### config.mk
export PLATFORM = sky130hd
export DESIGN_NAME = decimation_engine
export DESIGN_NICKNAME = d
export VERILOG_FILES = /design/src/rtl/decimation_engine.sv
export SDC_FILE = /design/constraint.sdc
export NUM_CORES = 1
export LEC_CHECK = 0
export BUFFER_PORTS_ARGS = -buffer_cell sky130_fd_sc_hd__buf_4
export CAP_MARGIN = 20
export CORE_MARGIN = 2
export CORE_UTILIZATION = 56
export DETAILED_ROUTE_END_ITERATION = 10
export PLACE_DENSITY = 0.94
export REMOVE_ABC_BUFFERS = 1
export SETUP_SLACK_MARGIN = 0.3
export SLEW_MARGIN = 15
export SYNTH_ARGS = -nofsm -noshare
export SYNTH_HDL_FRONTEND = slang
export SYNTH_SLANG_ARGS = --single-unit
### constraint.sdc
create_clock -name CLK -period 4.2 [get_ports CLK]
set_input_delay 0.42 -clock CLK [delete_from_list [all_inputs] [get_ports CLK]]
set_output_delay 0.42 -clock CLK [all_outputs]
set_load 0.02 [all_outputs]
### src/rtl/decimation_engine.sv
// decimation_engine: programmable-ratio sample decimator, pick or min/max mode.
// Build option: define DECIM_PEAK_EN to include the peak (min/max) datapath.
module decimation_engine #(
    parameter int CNT_W  = 24,
    parameter int DATA_W = 8
) (
    input  logic              CLK,
    input  logic              RST,
    input  logic              RUN,
    input  logic [CNT_W-1:0]  Decimation_IN,
    input  logic              MODE,
    input  logic              DATA_VALID,
    input  logic [DATA_W-1:0] DATA_IN,
    output logic              OUT_VALID,
    output logic [DATA_W-1:0] OUT_MAX,
    output logic [DATA_W-1:0] OUT_MIN,
    output logic              CLK_EN,
    output logic              BUSY
);

    typedef enum logic {
        S_IDLE,
        S_RUN
    } state_e;

    state_e            state_q;
    logic [CNT_W-1:0]  cnt_q;
    logic              first_q;
    logic              run_q;
    logic              valid_q;
    logic              clk_en_q;
    logic              busy_q;
    logic [DATA_W-1:0] max_q;
    logic [DATA_W-1:0] min_q;
    logic [DATA_W-1:0] res_max_d;
    logic [DATA_W-1:0] res_min_d;
    logic              win_end;

    assign win_end = DATA_VALID && (cnt_q == '0);

`ifdef DECIM_PEAK_EN
    logic              mode_q;
    logic [DATA_W-1:0] acc_max_q;
    logic [DATA_W-1:0] acc_min_q;
    logic [DATA_W-1:0] max_d;
    logic [DATA_W-1:0] min_d;

    // Running extremes including the current sample; a fresh window restarts them
    always_comb begin
        max_d = DATA_IN;
        min_d = DATA_IN;
        if (!first_q) begin
            if (acc_max_q > DATA_IN) max_d = acc_max_q;
            if (acc_min_q < DATA_IN) min_d = acc_min_q;
        end
        res_max_d = mode_q ? max_d : DATA_IN;
        res_min_d = mode_q ? min_d : DATA_IN;
    end
`else
    logic unused_peak;

    // Without the peak datapath every window is a plain pick
    always_comb begin
        res_max_d = DATA_IN;
        res_min_d = DATA_IN;
    end

    assign unused_peak = ^{MODE, first_q};
`endif

    // Input run synchroniser and memory-write enable delay
    always_ff @(posedge CLK or negedge RST) begin
        if (!RST) begin
            run_q    <= 1'b0;
            clk_en_q <= 1'b0;
        end else begin
            run_q    <= RUN;
            clk_en_q <= valid_q;
        end
    end

    // Window FSM: counts accepted samples and emits one result per window
    always_ff @(posedge CLK or negedge RST) begin
        if (!RST) begin
            state_q   <= S_IDLE;
            cnt_q     <= '0;
            first_q   <= 1'b1;
            valid_q   <= 1'b0;
            busy_q    <= 1'b0;
            max_q     <= '0;
            min_q     <= '0;
`ifdef DECIM_PEAK_EN
            mode_q    <= 1'b0;
            acc_max_q <= '0;
            acc_min_q <= '0;
`endif
        end else begin
            valid_q <= 1'b0;
            unique case (state_q)
                S_IDLE: begin
                    if (run_q) begin
                        cnt_q   <= Decimation_IN;
                        first_q <= 1'b1;
                        busy_q  <= 1'b1;
                        state_q <= S_RUN;
`ifdef DECIM_PEAK_EN
                        mode_q  <= MODE;
`endif
                    end
                end
                S_RUN: begin
                    if (!run_q) begin
                        busy_q  <= 1'b0;
                        state_q <= S_IDLE;
                    end else if (DATA_VALID) begin
                        first_q <= 1'b0;
`ifdef DECIM_PEAK_EN
                        acc_max_q <= max_d;
                        acc_min_q <= min_d;
`endif
                        if (win_end) begin
                            valid_q <= 1'b1;
                            max_q   <= res_max_d;
                            min_q   <= res_min_d;
                            cnt_q   <= Decimation_IN;
                            first_q <= 1'b1;
`ifdef DECIM_PEAK_EN
                            mode_q  <= MODE;
`endif
                        end else begin
                            cnt_q <= cnt_q - {{(CNT_W-1){1'b0}}, 1'b1};
                        end
                    end
                end
                default: begin
                    state_q <= S_IDLE;
                end
            endcase
        end
    end

    assign OUT_VALID = valid_q;
    assign OUT_MAX   = max_q;
    assign OUT_MIN   = min_q;
    assign CLK_EN    = clk_en_q;
    assign BUSY      = busy_q;

endmodule

==> results of run 1 <==
==> kinds of logic (layout without fill, tap and decap cells) <==
| logic type | after synthesis | after routing | share of synthesized area |
|---|---|---|---|
| AO/OA/AOI/OAI | 51 | 51 | 0.156 |
| adder cells (fa/ha/maj) | 4 | 4 | 0.0220 |
| buffers and inverters | 29 | 73 | 0.0671 |
| flip-flops | 37 | 37 | 0.407 |
| multiplexers | 18 | 18 | 0.0842 |
| AND/OR/NAND/NOR | 100 | 100 | 0.264 |
==> metal layers <==
layer,up-vias,part of all wire
met3,10,0.059
met1,994,0.42
met4,0,0.019
met5,-,0
met2,81,0.50
li1,983,-
==> state kept, by name (all words and copies together), names as in the netlist <==
signal     cells
cnt_q         24
OUT_MAX        8
BUSY           1
CLK_EN         1
OUT_VALID      1
run_q          1
state_q        1
==> worst reg2reg max path, stage by stage, from the launching register on <==
cell and delay, ps:
dfrtp_1 440, nor4_4 380, nand4_1 470, o21ai_1 680, buf_4 320, o21ai_1 90, a221o_1 340
==> final timing paths <==
path                       cells after the start         to  slack [ps]
min                                            1  cnt_q[13]          70
min reg2reg                                    0     CLK_EN         390
max reg2reg                                    6  cnt_q[11]        1370
max                                            6  cnt_q[11]        1370
max in group asynchronous                      1   cnt_q[3]        3780
min in group CLK                               1      run_q         220
==> power by group through the flow <==
stage               sequential, mW  clock (mW)  combinational [mW]
floorplan                    0.479           0               0.143
detailed placement           0.496           0               0.214
finish                       0.492       0.318               0.217
CTS                          0.489       0.319               0.216
global route                 0.504       0.337               0.240
global placement             0.492           0               0.205
==> per-stage QoR <==
step           setup slack [ps]  std cells  utilization
3_3_place_gp               1440        325        0.672
5_1_grt                    1210        333        0.701
2_1_floorplan              1420        217            -
6_report                   1370        333        0.701
3_5_place_dp               1400        325        0.672
4_1_cts                    1390        333        0.701
==> synthesized netlist by cell type (all sizes together) (2+ instances only) <==
cell / instances
inv: 7
or3b: 2
or4: 5
nor3: 16
ha: 4
buf: 15
a21oi: 8
o211ai: 3
or3: 3
a22oi: 4
dfrtp: 37
nor4b: 2
o21a: 2
nor4: 11
a311o: 4
o21ai: 15
a2bb2oi: 7
nand4: 4
mux2: 9
nor2: 12
mux2i: 9
clkbuf: 7
nand2: 23
nand3: 19
==> area by class of cell <==
class / instances / area (µm²)
inverter: 7 / 26.3
tap: 50 / 62.6
timing repair buffer: 58 / 435
multi-input combinational: 173 / 1200
sequential: 37 / 926
clock buffer: 5 / 68.8
clock inverter: 3 / 46.3
fill: 279 / 1180
==> run metrics, run 1 <==
CORE AREA=around 4000 µm²; vias=about 2100; share of cells above drive strength 1=0.307; Setup violations, final=0; max-slew violations=0; Hold WC Path Type=in2async; DRT antenna net count=0; initial core utilization=0.577; total CTS buffers=5; DRC viols=0; Clk pwr share=0.310; crit path from=cnt_q[10]; Fmax achieved=353 MHz; clock skew=slightly above 10 ps; DP Wirelength=3.79 mm; crit path cell chain=nor4_4 > nand4_1 > o21ai_1 > buf_4 > o21ai_1 > a221o_1; worst flop-to-flop path startpoint=cnt_q[10]; status=completed; Setup Crit Path Kind=reg2reg; synth warn=0; M1 GR Usage=0.328; met2 Use GR=0.424; clock sink count=37; post-synth top area share=0.407; clock slew at reported path FFs=roughly 80 ps; most frequent cells in the layout=buf_4, dfrtp_1, nand2_1; Arr. time, crit path=3020 ps; antenna violations before repair=0; Crit Path Max Fanout=13; Int Pwr=approximately 690 µW; Logic pwr share=0.211; Top delay family on crit path=compound AO/OA/AOI/OAI gates; WL final=between 5 and 6 mm; Avg Cell Area, Syn=9.52 µm²; global-route wire length before repair=between 8 and 9 mm; FP Rows=23; largest net degree at the start of global routing=38; placed inst area=around 2700 µm²; DR iter-0 viols=approximately 230; Total Power=1.03 mW; average wire per standard cell=about 17 µm; width of the die=between 60 and 70 µm; most common cell after layout, fill and taps aside=buf_4; max-cap viol count=0; total congestion overflow=0; Pleak=between 1 and 1.5 nW; CP max-delay cell=o21ai_1; Setup TNS Final=0 ps; crit path launch type=flop; Antenna Cells=0; Final Critical Period=around 2800 ps; Synth Cell Area=between 2000 and 2500 µm²; fin nets=roughly 320; ys flop type=dfrtp_1; critical path capture point type=flop; hold slack=roughly 72 ps; Seq/Total Area, Yosys=0.407; GRT busiest layer=met2; Post-synth EDFFs=0; share of power burned in registers=0.479; RePlAce Congestion=approximately 0.8; Sw Share=0.328; ratio of final minimum period to clock period=0.674; CP bufs+invs=1; Final Instance Area=roughly 2800 µm²; vias in the first global route=about 2000; CTS tree=yes; clock root cell=clkbuf_8; slew margin rel.=0.528; Most common cell on crit path=o21ai_1; die height=just under 70 µm; P_sw=between 300 and 400 µW; gr usage total=0.261; Post-Syn Instances=between 200 and 250; die area=approximately 4600 µm²; setup bufs post-CTS=0; cell taking the most area after synthesis=dfrtp_1; Post-synth ARST share=1.00; pwr dens=about 370 nW/µm²; H-tree Lvls=2; CTS Hold Bufs=0; Pre-Repair DR Iteration Count=5; final hold violations=0; vias per inst=6.21; met3 GRT Util=0.0583; clk_lat worst skew=300 ps; Port-buffer cells=between 50 and 60; unrepaired setup endpoints after global routing=false; Distinct cells, synth=46; I/O pins=56; Area Growth Syn to Fin=21.6%; worst-margin pin slew=between 700 and 800 ps; Critical Path Max Stage Delay=approximately 670 ps; CTS max path bufs=2; #FFs+latches synth=37; ranking of synthesized cells by area=dfrtp_1, mux2_2, nand3_1; cts repair resizes=0; worst vdd rail ir drop=0.206 mV; CP required=~4400 ps
No activity file was read; power rests on OpenSTA's default activity.
==> inputs of run 2 (changes only) <==
Settings changed: CORE_UTILIZATION 56 to 53, PLACE_DENSITY 0.94 to 0.9.
Clock period 4.2 ns to 2.84 ns, I/O delays scaled along.
==> run metrics, run 2 (synthesis results as in run 1) <==
global-route wire length before repair=9.43 mm (+4.8%); clock root cell=clkbuf_8; vias per inst=6.12 (-1.5%); average wire per standard cell=16.3 µm (-1.9%); WL final=5.46 mm (-1.1%); Pleak=1.23 nW (+0.62%); Int Pwr=932 µW (+35%); slew margin rel.=0.404 (-0.125); max-slew violations=0 (unchanged); Sw Share=0.346 (+0.0180); Setup TNS Final=0 ps (unchanged); worst vdd rail ir drop=0.363 mV (+76%); RePlAce Congestion=0.890 (+8.2%); largest net degree at the start of global routing=38 (unchanged); Setup Crit Path Kind=reg2reg; clk_lat worst skew=300 ps (about the same); Reg with most FFs=cnt_q; P_sw=494 µW (+46%); FP Rows=23 (unchanged); Critical Path Max Stage Delay=480 ps (-190 ps); Setup violations, final=0 (unchanged); share of power burned in registers=0.513 (+0.034); initial core utilization=0.561 (-0.0164); vias in the first global route=2096 (+4.0%); max-cap viol count=0 (unchanged); Arr. time, crit path=2510 ps (-510 ps); Area Growth Syn to Fin=22.0%; Clk pwr share=0.260 (-0.050); CTS max path bufs=2 (unchanged); ratio of final minimum period to clock period=0.817 (+0.142); crit path launch type=flop; DRT antenna net count=0 (unchanged); DRC viols=0 (unchanged); CTS tree=yes; setup bufs post-CTS=0 (unchanged); critical path capture point type=flop; clock slew at reported path FFs=80 ps (about the same); most frequent cells in the layout=buf_4, dfrtp_1, nand2_1; DP Wirelength=3.80 mm (+0.29%); clock sink count=37 (unchanged); CORE AREA=4060 µm² (+2.9%); total CTS buffers=5 (unchanged); CP required=3030 ps (-1360 ps); Total Power=1.43 mW (+39%); unrepaired setup endpoints after global routing=false; vias=2055 (-0.63%); Fmax achieved=431 MHz (+22%); most common cell after layout, fill and taps aside=buf_4; fin nets=326 (+0.93%); die height=69.5 µm (+2.6%); Final Critical Period=2320 ps (-513 ps); max reg flops=24 (unchanged); die area=4830 µm² (+5.3%); total congestion overflow=0 (unchanged); I/O pins=56 (unchanged); Port-buffer cells=54 (unchanged); Antenna Cells=0 (unchanged); clock skew=11.3 ps (+0.944 ps); Hold WC Path Type=in2reg; antenna violations before repair=0 (unchanged); CP max-delay cell=dfrtp_1; share of cells above drive strength 1=0.315 (+0.00726); status=completed; worst-margin pin slew=894 ps (+187 ps); H-tree Lvls=2 (unchanged); crit path cell chain=nor4_4 > nand4_2 > o21a_2 > buf_4 > a221o_1; DR iter-0 viols=260 (+12%); Crit Path Max Fanout=20 (+7); gr usage total=0.241 (-0.0206); width of the die=69.5 µm (+2.6%); Logic pwr share=0.227 (+0.016); final hold violations=0 (unchanged); pwr dens=514 nW/µm² (+38%); Pre-Repair DR Iteration Count=4 (-1)
-- run 2: cell types whose count changed in the layout (fill, tap and decap cells not counted) --
cell           delta
buf_12            +1
buf_4             +1
bufinv_16         -1
clkinv_2          +2
clkinv_4          -1
dlygate4sd3_1     +1
o21a_1            -1
o21a_2            +1
-- run 2: power by group through the flow --
stage	combinational, mW	clock [mW]	sequential (mW)
after floorplan	0.212	0	0.709
after global placement	0.308	0	0.730
after detailed placement	0.318	0	0.736
after CTS	0.324	0.376	0.727
after global routing	0.360	0.399	0.745
final	0.324	0.371	0.731
-- run 2: worst max-delay path: cells and delay by family (launching register included) --
kind	cells	cell delay, ps
flip-flops	1	480
buffers and inverters	1	270
AO/OA/AOI/OAI	2	750
AND/OR/NAND/NOR	2	700
-- run 2: final cells by class --
cell class | count | area, µm²
repair buffers | 61 | 473
flip-flops and latches | 37 | 926
multi-input cells | 173 | 1200
inverters | 7 | 26.3
fillers | 307 | 1280
clock buffers | 5 | 68.8
clock inverters | 3 | 17.5
well taps | 50 | 62.6
-- run 2: metal layers --
| layer | GRT usage | routed length, µm | vias up |
|---|---|---|---|
| met5 | 0 | 0 | - |
| met2 | 0.395 | 2720 | 75 |
| met1 | 0.300 | 2270 | 970 |
| met3 | 0.0523 | 332 | 15 |
| li1 | - | - | 995 |
| met4 | 0.118 | 138 | 0 |
-- run 2: metrics by stage --
stage	setup slack (ps)	std cells	util	area, µm²	hold WS, ps
finish	520	336	0.684	2780	88.7
global route	374	336	0.684	2780	83.4
CTS	374	336	0.684	2770	84.1
detailed placement	403	327	0.660	2680	282
global placement	473	327	0.660	2680	275
floorplan	58.6	217	-	2150	-11.6
-- run 2: what timing repair did --
action                                  in CTS  in global routing
hold endpoints to repair                    37                  0
endpoints found under the setup margin       0                  8
hold buffers                                 1                  0
gates resized for setup                      0                  1
-- run 2: final timing paths --
path,startpoint,end,slack [ps],cells after the start
max,cnt_q[16],cnt_q[11],520,5
max in group asynchronous,RST,state_q,2000,2
min,RUN,run_q,90,1
min in group asynchronous,RST,cnt_q[5],490,2
max reg2reg,cnt_q[16],cnt_q[11],520,5
min reg2reg,OUT_VALID,CLK_EN,390,0
==> inputs of run 3 (changes only) <==
Settings changed: CORE_UTILIZATION 53 to 48, PLACE_DENSITY 0.9 to 0.87.
Clock period 2.84 ns to 2 ns, I/O delays scaled along.
==> run metrics, run 3 (synthesis results as in run 1) <==
status=complete, but fails checks; failing checks=setup timing; fin nets=377 (+16%); H-tree Lvls=2 (unchanged); Reg with most FFs=cnt_q; slew margin rel.=0.671 (+0.267); Area Growth Syn to Fin=52.8%; total congestion overflow=0 (unchanged); clk_lat worst skew=300 ps (about the same); most common cell after layout, fill and taps aside=buf_4; DR iter-0 viols=213 (-18%); max-slew violations=0 (unchanged); most frequent cells in the layout=buf_4, dfrtp_1, nand2_1; vias=2515 (+22%); RePlAce Congestion=0.862 (-3.1%); largest net degree at the start of global routing=38 (unchanged); die height=72.8 µm (+4.8%); DRC viols=0 (unchanged); max-cap viol count=0 (unchanged); Final Critical Period=2150 ps (-169 ps); clock slew at reported path FFs=80 ps (about the same); average wire per standard cell=21.1 µm (+30%); pwr dens=741 nW/µm² (+44%); Pre-Repair DR Iteration Count=5 (+1); setup ws final=-150 ps (-671 ps); placed inst area=2900 µm² (+8.2%); vias per inst=6.43 (+5.2%); unrepaired setup endpoints after global routing=true; Arr. time, crit path=2350 ps (-160 ps); global-route wire length before repair=11.2 mm (+19%); I/O pins=56 (unchanged); worst-margin pin slew=494 ps (-400 ps); final hold violations=0 (unchanged); crit path launch type=flop; initial core utilization=0.488 (-0.0725); FILL cells=289 (-5.9%); Antenna Cells=0 (unchanged); CORE AREA=4660 µm² (+15%); Hold WC Path Type=in2reg; Fmax achieved=465 MHz (+7.9%); clock skew=5.64 ps (-5.68 ps); FP Rows=25 (+8.7%); CTS max path bufs=2 (unchanged); WL final=8.27 mm (+51%); Setup violations, final=28 (+28); DRT antenna net count=0 (unchanged); share of cells above drive strength 1=0.519 (+0.205); CTS tree=yes; width of the die=72.8 µm (+4.8%); max reg flops=24 (unchanged); total CTS buffers=5 (unchanged); worst vdd rail ir drop=0.574 mV (+58%); gr usage total=0.272 (+0.0313); Final Instance Area=3470 µm² (+25%); antenna violations before repair=0 (unchanged); critical path capture point type=flop; CP required=2200 ps (-830 ps); hold slack=15.1 ps (-73.6 ps); Port-buffer cells=54 (unchanged); Pleak=1.53 nW (+25%); die area=5310 µm² (+9.8%); clock sink count=37 (unchanged); clock root cell=clkbuf_8; vias in the first global route=2344 (+12%); Setup Crit Path Kind=reg2reg; ratio of final minimum period to clock period=1.08 (+0.258); Crit Path Max Fanout=8 (-60%); DP Wirelength=4.44 mm (+17%)
-- run 3: cell types whose count changed in the layout (fill, tap and decap cells not counted), moves of 8 or more --
cell,before,now
buf_4,59,100
mux2_4,0,8
mux2_2,9,1
buf_6,0,8
-- run 3: metal layers --
metal,part of all wire,global-route usage
met5,0,0
met3,0.066,0.0442
met2,0.52,0.479
met1,0.36,0.328
met4,0.051,0.113
-- run 3: stage by stage --
stage / cells / power, mW / TNS, ps / utilization / setup slack, ps
finish: 391 / 2.57 / -1990 / 0.746 / -150
global route: 391 / 2.67 / -3510 / 0.746 / -176
CTS: 377 / 2.42 / 0 / 0.700 / 61.4
detailed placement: 358 / 1.63 / -45.9 / 0.622 / -25.3
global placement: 358 / 1.59 / 0 / 0.622 / 26.6
floorplan: 217 / 1.31 / -12920 / - / -781
-- run 3: path summary, 6_finish.rpt --
path,start,to,slack (ps),cells after the start
worst max-delay path,cnt_q[4],cnt_q[23],-150,9
worst min-delay path,RUN,run_q,20,1
worst max register to register,cnt_q[4],cnt_q[23],-150,9
worst min register to register,OUT_VALID,CLK_EN,410,0
max in group asynchronous,RST,cnt_q[9],1220,2
min in group asynchronous,RST,OUT_VALID,410,2
-- run 3: cell type report --
class / instances / area (µm²) / area share
multi-input cells: 173 / 1420 / 0.408
flip-flops and latches: 37 / 932 / 0.268
repair buffers: 112 / 911 / 0.262
clock buffers: 6 / 82.6 / 0.0238
well taps: 54 / 67.6 / 0.0194
clock inverters: 2 / 37.5 / 0.0108
inverters: 7 / 26.3 / 0.00756
-- run 3: repair_timing --
item	CTS	global route
resized for setup	36	26
hold endpoints to repair	37	0
setup endpoints to repair	32	33
gates cloned	0	1
pin swaps	17	15
hold buffers	1	0
setup buffers	10	13
-- run 3: critical path, stage by stage, from the launching register on --
cell	delay (ps)
dfrtp_1	380
buf_4	140
nor3_1	260
nand4_1	220
buf_6	210
buf_6	130
nor4_4	250
buf_4	160
a221oi_1	80
nor3_2	230
-- run 3: power by group --
group	switching [mW]	internal (mW)	leakage (nW)
logic	0.429	0.430	1.03
clock network	0.289	0.406	0.0574
registers	0.158	0.861	0.445
total	0.876	1.70	1.53
